## config.mk

```make
export PLATFORM = sky130hd
export DESIGN_NAME = seq_div_rem
export DESIGN_NICKNAME = d
export VERILOG_FILES = /design/src/rtl/seq_div_rem.sv
export SDC_FILE = /design/constraint.sdc
export NUM_CORES = 1
export LEC_CHECK = 0
export BUFFER_PORTS_ARGS = -buffer_cell sky130_fd_sc_hd__buf_2
export CORE_MARGIN = 2
export CORE_UTILIZATION = 52
export CTS_CLUSTER_DIAMETER = 100
export DETAILED_ROUTE_END_ITERATION = 16
export PLACE_DENSITY = 0.71
export SYNTH_ARGS = -nofsm -noshare
export SYNTH_HDL_FRONTEND = slang
export SYNTH_SLANG_ARGS = --single-unit
```

## constraint.sdc

```tcl
create_clock -name clk -period 7.42 [get_ports clk]
set_clock_uncertainty 0.05 [all_clocks]
set_input_delay 0.742 -clock clk [delete_from_list [all_inputs] [get_ports clk]]
set_output_delay 0.742 -clock clk [all_outputs]
set_load 0.1 [all_outputs]
```

## src/rtl/seq_div_rem.sv

```systemverilog
// seq_div_rem -- multi-cycle radix-2 restoring divider / remainder unit.
//
// Covers DIV, DIVU, REM and REMU for the execute stage. It resolves one
// quotient bit per clock, so the pipeline stalls while busy is high.
//
// Optional build macro: SEQ_DIV_FAST_SPECIAL_EN
//   When it is defined, divide-by-zero and signed overflow (MIN / -1) are
//   detected in IDLE. These cases then complete on the accepting edge, and
//   done follows one cycle after start.
//   When it is undefined, these cases take the full iteration path, and the
//   overrides are applied in FIX. The result values match in both builds.
//
// Handshake: start is sampled only in IDLE, and only when flush is low.
//   busy is high while iterating or fixing up.
//   done pulses for exactly one cycle. While done is high, result is valid
//   and busy is low.
//   result holds its value until the next completion.
//
// Ports:
//   clk       in   clock, rising edge
//   reset     in   asynchronous, active-high
//   start     in   request (sampled in IDLE only)
//   op        in   00 DIV, 01 DIVU, 10 REM, 11 REMU
//   dividend  in   rs1 value, captured on accepted start
//   divisor   in   rs2 value, captured on accepted start
//   flush     in   abort current operation (CALC/FIX), block start in IDLE
//   busy      out  operation in progress
//   done      out  one-cycle completion pulse
//   result    out  quotient or remainder according to captured op
module seq_div_rem #(
   parameter int DATA_WIDTH = 32,
   localparam int CNT_W = $clog2(DATA_WIDTH) + 1
) (
   input  logic                  clk,
   input  logic                  reset,
   input  logic                  start,
   input  logic [1:0]            op,
   input  logic [DATA_WIDTH-1:0] dividend,
   input  logic [DATA_WIDTH-1:0] divisor,
   input  logic                  flush,
   output logic                  busy,
   output logic                  done,
   output logic [DATA_WIDTH-1:0] result
);

   localparam logic [DATA_WIDTH-1:0] MIN_VAL = {1'b1, {(DATA_WIDTH-1){1'b0}}};

   typedef enum logic [1:0] {
      ST_IDLE = 2'd0,
      ST_CALC = 2'd1,
      ST_FIX  = 2'd2,
      ST_DONE = 2'd3
   } state_t;

   state_t state, state_nxt;

   logic [DATA_WIDTH-1:0] rem_q, quo_q, dvs_q, dvd_q, result_q;
   logic [1:0]            op_q;
   logic                  q_neg_q, r_neg_q, dz_q, ovf_q;
   logic [CNT_W-1:0]      cnt_q;

   // Input-side decode, used on the accepting edge.
   logic                  in_signed, dvd_neg, dvs_neg, in_dz, in_ovf;
   logic [DATA_WIDTH-1:0] dvd_mag, dvs_mag;
   logic                  accept, fast_hit;

   assign in_signed = ~op[0];
   assign dvd_neg   = in_signed & dividend[DATA_WIDTH-1];
   assign dvs_neg   = in_signed & divisor[DATA_WIDTH-1];
   assign dvd_mag   = dvd_neg ? -dividend : dividend;
   assign dvs_mag   = dvs_neg ? -divisor  : divisor;
   assign in_dz     = (divisor == '0);
   assign in_ovf    = in_signed && (dividend == MIN_VAL) && (divisor == '1);
   assign accept    = (state == ST_IDLE) && start && !flush;

`ifdef SEQ_DIV_FAST_SPECIAL_EN
   logic [DATA_WIDTH-1:0] fast_result;
   assign fast_hit    = in_dz | in_ovf;
   // Divide-by-zero takes priority: quotient all ones, remainder = dividend.
   // Overflow: quotient MIN, remainder 0.
   assign fast_result = op[1] ? (in_dz ? dividend : '0)
                              : (in_dz ? '1 : MIN_VAL);
`else
   assign fast_hit = 1'b0;
`endif

   // One restoring step. rem is always below the divisor magnitude, so the
   // shifted remainder fits in DATA_WIDTH+1 bits. The top bit of the trial
   // difference is the borrow.
   logic [DATA_WIDTH:0] rem_sh, trial;
   logic                no_borrow;

   assign rem_sh    = {rem_q, quo_q[DATA_WIDTH-1]};
   assign trial     = rem_sh - {1'b0, dvs_q};
   assign no_borrow = ~trial[DATA_WIDTH];

   // Sign correction followed by the architectural special-case overrides.
   logic [DATA_WIDTH-1:0] fix_q, fix_r, fix_result;

   always_comb begin
      fix_q = q_neg_q ? -quo_q : quo_q;
      fix_r = r_neg_q ? -rem_q : rem_q;
      if (dz_q) begin
         fix_q = '1;
         fix_r = dvd_q;
      end else if (ovf_q) begin
         fix_q = MIN_VAL;
         fix_r = '0;
      end
      fix_result = op_q[1] ? fix_r : fix_q;
   end

   // FSM state register.
   always_ff @(posedge clk or posedge reset) begin
      if (reset) state <= ST_IDLE;
      else       state <= state_nxt;
   end

   // FSM next state.
   always_comb begin
      state_nxt = state;
      case (state)
         ST_IDLE: if (accept) state_nxt = fast_hit ? ST_DONE : ST_CALC;
         ST_CALC: begin
            if (flush)                     state_nxt = ST_IDLE;
            else if (cnt_q == CNT_W'(1))   state_nxt = ST_FIX;
         end
         ST_FIX:  state_nxt = flush ? ST_IDLE : ST_DONE;
         ST_DONE: state_nxt = ST_IDLE;
         default: state_nxt = ST_IDLE;
      endcase
   end

   // Datapath.
   always_ff @(posedge clk or posedge reset) begin
      if (reset) begin
         rem_q    <= '0;
         quo_q    <= '0;
         dvs_q    <= '0;
         dvd_q    <= '0;
         result_q <= '0;
         op_q     <= '0;
         q_neg_q  <= 1'b0;
         r_neg_q  <= 1'b0;
         dz_q     <= 1'b0;
         ovf_q    <= 1'b0;
         cnt_q    <= '0;
      end else begin
         case (state)
            ST_IDLE: if (accept) begin
               op_q    <= op;
               dvd_q   <= dividend;
               dvs_q   <= dvs_mag;
               rem_q   <= '0;
               quo_q   <= dvd_mag;
               q_neg_q <= dvd_neg ^ dvs_neg;
               r_neg_q <= dvd_neg;
               dz_q    <= in_dz;
               ovf_q   <= in_ovf;
               cnt_q   <= CNT_W'(DATA_WIDTH);
`ifdef SEQ_DIV_FAST_SPECIAL_EN
               if (fast_hit) result_q <= fast_result;
`endif
            end
            ST_CALC: if (!flush) begin
               rem_q <= no_borrow ? trial[DATA_WIDTH-1:0] : rem_sh[DATA_WIDTH-1:0];
               quo_q <= {quo_q[DATA_WIDTH-2:0], no_borrow};
               cnt_q <= cnt_q - CNT_W'(1);
            end
            ST_FIX: if (!flush) result_q <= fix_result;
            default: ;
         endcase
      end
   end

   assign busy   = (state == ST_CALC) || (state == ST_FIX);
   assign done   = (state == ST_DONE);
   assign result = result_q;

endmodule

```

[Word-level counts from Yosys, hierarchy flattened]
Cells that the tools add are included.
Operators by class
  add/subtract/negate cells: 6
  equal/unequal tests: 9
  multiplexer cells: 24
  bitwise operators: 6
  reductions and logical operators: 13
Operator list (number)
  $mux W32: 14
  $neg A32 Y32: 4
  $pmux W32 S2: 2
  $eq A32 B32 Y1 const B: 2
  $sub A33 B32 Y33: 1
  $logic_not A32 Y1: 1
  $mux W6: 2
  $pmux W6 S2: 1
  $mux W2: 4
  $pmux W2 S4: 1
  $eq A6 B1 Y1 const B: 1
  $reduce_and A2 Y1: 3
  $sub A6 B1 Y6 const B: 1
  $eq A2 B2 Y1 const B: 2
  $logic_and A1 B1 Y1: 4
  $ne A2 B2 Y1 const B: 2
  $ne A3 B3 Y1 const B: 1
  $not A1 Y1: 3
  $reduce_and A3 Y1: 1
  $and A1 B1 Y1: 2
  $eq A2 B1 Y1 const B: 1
  $logic_not A2 Y1: 1
  $reduce_bool A2 Y1: 1
  $logic_not A1 Y1: 1
  2 further kinds: 2
Word-level totals
  flip-flop bits (word level): 174
  input bits: 70

[Logic depth before layout (Yosys ltp)]
Gate-level depths: netlist of the first run.
  depth in word-level cells: 5
  mapped depth: 13
  gate-level depth less buffers: 12

[Worst setup path after synthesis of the first run]
Ideal clock, no wire load.
  path type: input-to-reg
  start: in divisor[8]
  end: reg dvs_q[27]
  setup time: 0.129 ns
  arrival time: 3.037 ns
  required time: 7.241 ns
  path slack: 4.204 ns
  stages: 8
  cells stage by stage: or4_1 > or3_1 > or4_1 > nand2b_1 > or2_1 > o31ai_1 > xor2_1 > o21ai_1
On the way
  word-level cells in the longest chain between the ends: 2
RTL lines
  start: declaration: RTL line 39  | input logic [DATA_WIDTH-1:0] divisor,
  $neg A32 Y32: RTL line 71  | assign dvs_mag = dvs_neg ? -divisor : divisor;
  $mux W32: RTL line 71
  end signal: assignment: RTL line 153  | dvs_q <= dvs_mag;
  end: declaration: RTL line 57  | logic [DATA_WIDTH-1:0] rem_q, quo_q, dvs_q, dvd_q, result_q;
Every way passes these cells.
A chain may end at the register's enable or synchronous reset.

[Worst setup path in the final report of the first run]
  start: reg state[1]
  end: reg rem_q[21]
On the way
  word-level cells in the longest chain between the ends: 5
  elaborated cells on any way between the ends: 9
RTL lines
  start: declaration: RTL line 55  | state_t state, state_nxt;
  start signal: assignment: RTL line 116  | else state <= state_nxt;
  $logic_not A2 Y1: RTL line 74, 149
  $logic_and A1 B1 Y1 (2 in a row): RTL line 74  | assign accept = (state == ST_IDLE) && start && !flush;
  $ne A2 B2 Y1 (no line)
  $reduce_and A3 Y1 (no line)
  end signal: assignment: RTL line 166  | rem_q <= no_borrow ? trial[DATA_WIDTH-1:0] : rem_sh[DATA_WIDTH-1:0];
  end: declaration: RTL line 57
Parallel ways exist; a longest one is shown, timed or not.

==> results of run 1 <==
[cell usage after synthesis (14+ instances only)]
master and number:
sky130_fd_sc_hd__o31ai_1 28, sky130_fd_sc_hd__a31oi_1 15, sky130_fd_sc_hd__nor2_1 94, sky130_fd_sc_hd__nor3_1 18
sky130_fd_sc_hd__xnor2_1 64, sky130_fd_sc_hd__xor2_1 81, sky130_fd_sc_hd__inv_1 57, sky130_fd_sc_hd__clkbuf_1 75
sky130_fd_sc_hd__a21oi_1 109, sky130_fd_sc_hd__nand2_1 186, sky130_fd_sc_hd__o22ai_1 25, sky130_fd_sc_hd__dfrtp_1 173
sky130_fd_sc_hd__mux2i_1 29, sky130_fd_sc_hd__nand2b_1 23, sky130_fd_sc_hd__mux2_2 31, sky130_fd_sc_hd__nor4_1 14
sky130_fd_sc_hd__o21ai_0 183, sky130_fd_sc_hd__ha_1 43
[per-layer routing]
layer	GRT usage (%)	vias to the layer above	part of all wire, %
li1	-	5246	-
met2	42.14	392	44
met3	4.222	71	6.8
met5	0	-	0
met4	8.475	0	2.5
met1	37.40	4992	47
[cells in the final DEF (no fill, tap or decap), drive strengths merged, types with 15 or more instances in the layout]
cell type,netlist,final
nand2,186,186
a21oi,109,109
clkbuf,75,21
mux2i,29,29
xnor2,64,64
nor3,18,18
ha,43,43
xor2,81,81
nand2b,24,24
buf,6,115
o31ai,29,29
dfrtp,173,173
o22ai,25,25
o21ai,192,192
a31oi,15,15
mux2,31,31
nor2,94,94
nor4,16,16
inv,57,57
[kinds of logic after synthesis]
| family | after synthesis |
|---|---|
| flops | 173 |
| compound gates | 464 |
| simple gates | 419 |
| fa+ha+maj | 44 |
| xor+xnor | 145 |
| mux | 60 |
| buf+inv | 138 |
[path summary, 6_finish.rpt]
path | from | end | slack (ns)
min in group asynchronous | reset | dvd_q[2]$_DFFE_PP0P_ | 0.49
hold / removal | result[15]$_DFFE_PP0P_ | result[15]$_DFFE_PP0P_ | 0.43
hold reg to reg | result[15]$_DFFE_PP0P_ | result[15]$_DFFE_PP0P_ | 0.43
max in group asynchronous | reset | result[26]$_DFFE_PP0P_ | 5.51
setup reg to reg | state[1]$_DFFE_PP0P_ | rem_q[21]$_DFFE_PP0P_ | 3.93
setup / recovery | state[1]$_DFFE_PP0P_ | rem_q[21]$_DFFE_PP0P_ | 3.93
[layout make-up]
class,count,share of cell area (%)
Timing Repair Buffer,115,4.515
Clock inverter,10,1.754
Multi-Input combinational cell,1132,53.73
Tap cell,285,2.659
Clock buffer,21,3.433
Sequential cell,173,32.28
Inverter,57,1.632
[flip-flops by register name (all words and copies together), names as in the netlist]
register / flops
op_q: 1
state: 2
dvd_q: 32
q_neg_q: 1
ovf_q: 1
dvs_q: 32
cnt_q: 6
rem_q: 32
r_neg_q: 1
result: 32
dz_q: 1
quo_q: 32
[tightest hold or removal path, stage by stage, from the launching register on]
cell and delay, ns:
sky130_fd_sc_hd__dfrtp_1 0.34, sky130_fd_sc_hd__nand2_1 0.05, sky130_fd_sc_hd__o21ai_0 0.06
[power breakdown]
part           total, mW  internal, mW  switching, mW
Clock               1.06         0.683          0.381
Sequential          1.76          1.33          0.430
Combinational       3.74          1.41           2.33
Total               6.57          3.42           3.15
==> results by group, run 1 <==
Status
  • Run status: finished clean

Setup path
  • Critical path data required time: 7.70 ns
  • Critical path depth in cells: 8
  • Crit path capture type: flip-flop
  • CP Data Arrival Time: 3.77 ns
  • Cell family with most CP delay: simple AND/OR/NAND/NOR gates
  • Cell with the largest stage delay on the worst path: sky130_fd_sc_hd__o21ai_1
  • Highest net fanout along the worst path: 72
  • Worst Reg-to-Reg Cells: 8
  • Crit path largest cell delay: 0.74 ns
  • Bufs and invs on worst path: 2
  • Nature of the critical path startpoint: flip-flop
  • Worst-path cell chain: inv_1 > ha_2 > buf_4 > nand2b_1 > o21ai_1 > and2_1 > nand2_1 > o21ai_0
  • Critical path start-end classification: flip-flop to flip-flop

Yosys
  • Synthesized area per cell: 8.346 sq um
  • Simple-Gate Fraction of Synth Area: 16.23%
  • Most common flop cell mapped by yosys: sky130_fd_sc_hd__dfrtp_1
  • Mux contribution to synthesized area: 5.309%
  • Fraction of the mapped netlist area in adder cells: 4.634%
  • Top cells by area in the synthesized netlist: sky130_fd_sc_hd__dfrtp_1 (36%), sky130_fd_sc_hd__o21ai_0 (7.6%), sky130_fd_sc_hd__xor2_1 (5.9%)
  • Post-synthesis instance area: 12040 sq um
  • Dominant cell type by area after synthesis: sky130_fd_sc_hd__dfrtp_1
  • Number of warnings printed during yosys synthesis: 0
  • Dominant combinational cell family by area after synthesis: compound AO/OA/AOI/OAI gates
  • FFs w/ async S/R, synth: 100.0%
  • Unique cell type count in the Yosys netlist: 68
  • Synth Area in Compound Gates: 23.01%
  • Number of synthesized register bits: 173
  • Synthesized instance count: 1443
  • Share of the synthesized area in the top cell type: 35.95%
  • Number of enable flip-flop cells after synthesis: 0
  • Portion of the post-synthesis area used by sequential elements: 35.95%
  • Xor/xnor share of the synthesized area: 10.55%
  • Syn nets: 1557

STA
  • Fin worst setup slack: 3.931 ns
  • Max-slew headroom at the worst pin: 18.76%
  • Total Neg Setup Slack: 0 ns
  • Fraction of the cycle the final worst path needs: 47.02%
  • Max Transition Viols Final: 0
  • Worst hold slack across all endpoints: 0.4280 ns
  • Max Clock Freq: 0.2866 GHz
  • Setup violations, final: 0
  • Min Clock Period, post-route: 3.489 ns
  • Measured slew at the worst slew-check pin: 1.216 ns
  • Final hold violation count: 0
  • Setup repair after global routing missed its margin: no

Floorplan
  • Initial Utilization: 53.03%
  • Die width: 156.2 um
  • Std cell rows: 55
  • Die area: 24390 sq um
  • Floorplan core area: 22710 sq um
  • Number of top-level pins: 104
  • Die extent in y: 156.2 um

Placed design
  • HPWL reported at the end of detailed placement: 22570 um
  • Port Buffer Count: 103
  • Routability Congestion: 0.8975
  • Number of instances in the placed design: 1762
  • Worst slack, placed: 3.760 ns
  • Cell area after placement: 12720 sq um

Clock tree
  • Clock sink count: 173
  • Later-pin clock latency in the skew report: 0.43 ns
  • Resize count post-CTS: 0
  • TritonCTS clock tree: yes
  • # Post-CTS Setup Buffers: 0
  • Hold-fix buffers at CTS: 0
  • Number of buffers between clock root and the deepest sink: 2
  • Clock input transition at the sequential cells of the worst setup and hold paths: 0.07 ns
  • Clock root buffer: sky130_fd_sc_hd__clkbuf_16
  • H-tree depth: 4
  • Number of CTS-inserted buffers: 17

Global route
  • Overflow left after global routing: 0
  • Global router's overall resource usage: 26.58%
  • Global-route wire length before repair: 51870 um
  • Via count of the first global-routing pass: 10065
  • Maximum number of pins on one net before global-route repair: 116
  • Initial antenna violation count: 0

Layout
  • Area of the multi-input gates: 7207 sq um
  • Layout cells sized above 1: 13.00%
  • Area added between synthesis and finish: 11.38%
  • Number of fill cells: 2013
  • Final non-filler cell total: 1793
  • Antenna diode count: 0
  • FF/Latch Area: 4329 sq um
  • Final design area excluding fillers: 13410 sq um
  • Layout Nets: 1610
  • Final Util: 59.06%

Power
  • Tot Pwr: 6.569 mW
  • Total leakage power: 5.911 nW
  • Cell area power density: 489.7 nW/um^2
  • Highest ir drop seen on vdd: 0.2252 mV

Drt
  • DR vias/cell: 5.968
  • Final wirelength: 31430 um
  • DRC errors left: 0
  • Antenna violation net count after detailed routing: 0
  • Via count: 10701
  • First-pass iteration count of the detailed router: 6
  • Detailed router's first-iteration violation count: 976
  • Avg WL per Cell: 17.53 um

Job
  • Number of max-cap violations: 0

Hold path
  • Type of the worst min-delay path: flip-flop to flip-flop
  • Worst hold path depth: 2
No activity file was read; power rests on OpenSTA's default activity.
==> run 2, diff against run 1 <==
ABC_AREA = 1   (was not set)
PLACE_DENSITY = 0.7   (was 0.71)
clock period = 3.6 ns   (was 7.42 ns; I/O delays follow)
==> results by group, run 2 <==
STA
  • Setup violations, final: 0 (unchanged)
  • Max-slew headroom at the worst pin: 27.41% (+8.6 points)
  • Fraction of the cycle the final worst path needs: 73.16% (+26 points)
  • Setup repair after global routing missed its margin: no
  • Max Clock Freq: 0.3797 GHz (+32%)
  • Total Neg Setup Slack: 0 ns (unchanged)
  • Final hold violation count: 0 (unchanged)
  • Measured slew at the worst slew-check pin: 1.088 ns (-0.1284 ns)
  • Max Transition Viols Final: 0 (unchanged)
  • Min Clock Period, post-route: 2.634 ns (-0.8551 ns)

Yosys
  • Dominant combinational cell family by area after synthesis: simple AND/OR/NAND/NOR gates
  • Mux contribution to synthesized area: 0% (-5.3 points)
  • Simple-Gate Fraction of Synth Area: 39.87% (+24 points)
  • Most numerous cell in the Yosys netlist: sky130_fd_sc_hd__nand2_1
  • Synthesized instance count: 2367 (+64%)
  • Unique cell type count in the Yosys netlist: 46 (-32%)
  • Most common flop cell mapped by yosys: sky130_fd_sc_hd__dfrtp_1
  • Number of synthesized register bits: 173 (unchanged)
  • Number of warnings printed during yosys synthesis: 0 (unchanged)
  • Commonest cells post-synth: sky130_fd_sc_hd__nand2_1 (763), sky130_fd_sc_hd__inv_1 (320), sky130_fd_sc_hd__nand3_1 (234)
  • Xor/xnor share of the synthesized area: 2.710% (-7.8 points)
  • Portion of the post-synthesis area used by sequential elements: 29.76% (-6.2 points)
  • Post-synthesis instance area: 14550 sq um (+21%)
  • Fraction of the mapped netlist area in adder cells: 3.837% (-0.80 points)
  • Share of the synthesized area in the top cell type: 29.76% (-6.2 points)
  • FFs w/ async S/R, synth: 100.0% (unchanged)
  • Top cells by area in the synthesized netlist: sky130_fd_sc_hd__dfrtp_1 (30%), sky130_fd_sc_hd__nand2_1 (20%), sky130_fd_sc_hd__inv_1 (8.3%)
  • Number of enable flip-flop cells after synthesis: 0 (unchanged)
  • Synth Area in Compound Gates: 12.79% (-10 points)
  • Syn nets: 2481 (+59%)
  • Dominant cell type by area after synthesis: sky130_fd_sc_hd__dfrtp_1
  • Synthesized area per cell: 6.145 sq um (-26%)

Layout
  • Highest-count cells in the layout ignoring fill and taps: sky130_fd_sc_hd__nand2_1 (763), sky130_fd_sc_hd__inv_1 (319), sky130_fd_sc_hd__nand3_1 (233)
  • Antenna diode count: 0 (unchanged)
  • Most frequent standard cell in the layout excluding fill and tap cells: sky130_fd_sc_hd__nand2_1
  • Layout cells sized above 1: 9.259% (-3.7 points)
  • Final Util: 58.03% (-1.0 points)
  • Number of fill cells: 2863 (+42%)
  • Area added between synthesis and finish: 10.23%
  • Final non-filler cell total: 2819 (+57%)
  • Layout Nets: 2542 (+58%)
  • Final design area excluding fillers: 16030 sq um (+20%)

Setup path
  • Crit path largest cell delay: 0.42 ns (-0.32 ns)
  • Cell with the largest stage delay on the worst path: sky130_fd_sc_hd__fa_1
  • Most frequent CP cell: sky130_fd_sc_hd__nand2_4
  • Worst-path cell chain: inv_1 > ha_1 > fa_1 > inv_1 > nand3_2 > nand2_4 > nand2_2 > nand2_4 > nand2_4 > nand2_4 > nand2_4 > nand2_4 > nand2_4 > nand2_8 > nand2_1 > nand3_1 > nand2_1
  • Critical path start-end classification: flip-flop to flip-flop
  • Cell family with most CP delay: simple AND/OR/NAND/NOR gates
  • Nature of the critical path startpoint: flip-flop
  • Highest net fanout along the worst path: 18 (-75%)
  • Crit path capture type: flip-flop
  • CP Data Arrival Time: 2.92 ns (-0.85 ns)
  • Bufs and invs on worst path: 2 (unchanged)
  • Critical path data required time: 3.89 ns (-3.81 ns)

Placed design
  • Port Buffer Count: 103 (unchanged)
  • Number of instances in the placed design: 2787 (+58%)
  • Routability Congestion: 0.9542 (+6.3%)
  • HPWL reported at the end of detailed placement: 38950 um (+73%)
  • Cell area after placement: 15370 sq um (+21%)

Floorplan
  • Die area: 29320 sq um (+20%)
  • Floorplan core area: 27630 sq um (+22%)
  • Number of top-level pins: 104 (unchanged)
  • Initial Utilization: 52.64% (-0.39 points)
  • Die width: 171.2 um (+9.6%)
  • Die extent in y: 171.2 um (+9.6%)
  • Std cell rows: 61 (+11%)

Power
  • Tot Pwr: 12.28 mW (+87%)
  • Cell area power density: 765.8 nW/um^2 (+56%)
  • Total leakage power: 8.810 nW (+49%)
  • Highest ir drop seen on vdd: 0.7431 mV (+230%)

Clock tree
  • Clock root buffer: sky130_fd_sc_hd__clkbuf_16
  • Clock sink count: 173 (unchanged)
  • Clock input transition at the sequential cells of the worst setup and hold paths: 0.08 ns (about the same)
  • Number of CTS-inserted buffers: 17 (unchanged)
  • Resize count post-CTS: 0 (unchanged)
  • H-tree depth: 4 (unchanged)
  • Hold-fix buffers at CTS: 0 (unchanged)
  • # Post-CTS Setup Buffers: 0 (unchanged)
  • Number of buffers between clock root and the deepest sink: 2 (unchanged)
  • Later-pin clock latency in the skew report: 0.46 ns (+0.03 ns)
  • TritonCTS clock tree: yes

Status
  • Run status: finished clean

Drt
  • Final wirelength: 50430 um (+60%)
  • First-pass iteration count of the detailed router: 7 (+1)
  • Avg WL per Cell: 17.89 um (+2.0%)
  • Detailed router's first-iteration violation count: 1935 (+98%)
  • Antenna violation net count after detailed routing: 0 (unchanged)
  • DR vias/cell: 5.592 (-6.3%)
  • Via count: 15763 (+47%)
  • DRC errors left: 0 (unchanged)

Global route
  • Global-route wire length before repair: 78250 um (+51%)
  • Initial antenna violation count: 0 (unchanged)
  • Global router's overall resource usage: 34.80% (+8.2 points)
  • Maximum number of pins on one net before global-route repair: 174 (+50%)
  • Via count of the first global-routing pass: 13972 (+39%)
  • Overflow left after global routing: 0 (unchanged)

Job
  • Number of max-cap violations: 0 (unchanged)

Hold path
  • Type of the worst min-delay path: input pin to async pin
==> run 2: cell count changes in the layout (fill, tap and decap cells not counted), moves of 24 or more <==
cell                      before  now
sky130_fd_sc_hd__nand2_1     186  763
sky130_fd_sc_hd__inv_1        56  319
sky130_fd_sc_hd__nand3_1      13  233
sky130_fd_sc_hd__nor2_1       94  195
sky130_fd_sc_hd__xnor2_1      63   12
sky130_fd_sc_hd__xor2_1       81   33
sky130_fd_sc_hd__mux2_2       31    0
sky130_fd_sc_hd__mux2i_1      29    0
sky130_fd_sc_hd__a21oi_1     109  133
sky130_fd_sc_hd__o22ai_1      25    1
==> run 2: path summary, 6_finish.rpt <==
| check | from | end | slack (ns) | depth (start not counted) |
|---|---|---|---|---|
| max | quo_q[31]$_DFFE_PP0P_ | rem_q[29]$_DFFE_PP0P_ | 0.97 | 17 |
| min | reset | result[1]$_DFFE_PP0P_ | 0.03 | 3 |
| max reg2reg | quo_q[31]$_DFFE_PP0P_ | rem_q[29]$_DFFE_PP0P_ | 0.97 | 17 |
| min reg2reg | result[10]$_DFFE_PP0P_ | result[10]$_DFFE_PP0P_ | 0.43 | 2 |
| max in group asynchronous | reset | quo_q[8]$_DFFE_PP0P_ | 2.61 | 3 |
| min in group clk | op[1] | op_q[1]$_DFFE_PP0P_ | 0.11 | 3 |
==> run 2: metrics by stage <==
step	setup slack [ns]	hold slack (ns)
3_5_place_dp	0.9977	0.4109
5_1_grt	0.8045	0.09265
3_3_place_gp	1.028	0.4073
4_1_cts	0.9946	0.09590
2_1_floorplan	0.9793	0.3979
6_report	0.9663	0.02562
==> run 2: cell families after synthesis <==
| logic type | Yosys count |
|---|---|
| simple gates | 1345 |
| xor+xnor | 45 |
| compound gates | 346 |
| flops | 173 |
| buf+inv | 414 |
| fa+ha+maj | 44 |
==> run 2: per-layer routing <==
| metal | up-vias | global-route usage (%) | part of all wire [%] |
|---|---|---|---|
| met1 | 7279 | 53.31 | 47 |
| li1 | 7692 | - | - |
| met4 | 0 | 8.180 | 1.9 |
| met5 | - | 0 | 0 |
| met3 | 75 | 5.246 | 8.6 |
| met2 | 717 | 51.21 | 42 |
==> run 2: tightest hold or removal path, stage by stage <==
cell and delay (ns):
sky130_fd_sc_hd__buf_2 0.11, sky130_fd_sc_hd__clkinvlp_4 0.07, sky130_fd_sc_hd__buf_12 0.53
==> run 2: layout make-up <==
class / count / area (sq um) / share of cell area, %
Sequential cell: 173 / 4329 / 27.00
Inverter: 334 / 1257 / 7.843
Clock inverter: 12 / 206.4 / 1.288
Timing Repair Buffer: 122 / 670.6 / 4.183
Tap cell: 378 / 473.0 / 2.950
Multi-Input combinational cell: 1780 / 8640 / 53.89
Clock buffer: 20 / 456.7 / 2.848
==> run 2: power breakdown <==
part	internal, mW	switching (mW)	leakage (nW)
Combinational	1.75	5.09	6.29
Sequential	2.71	0.607	2.20
Clock	1.28	0.845	0.322
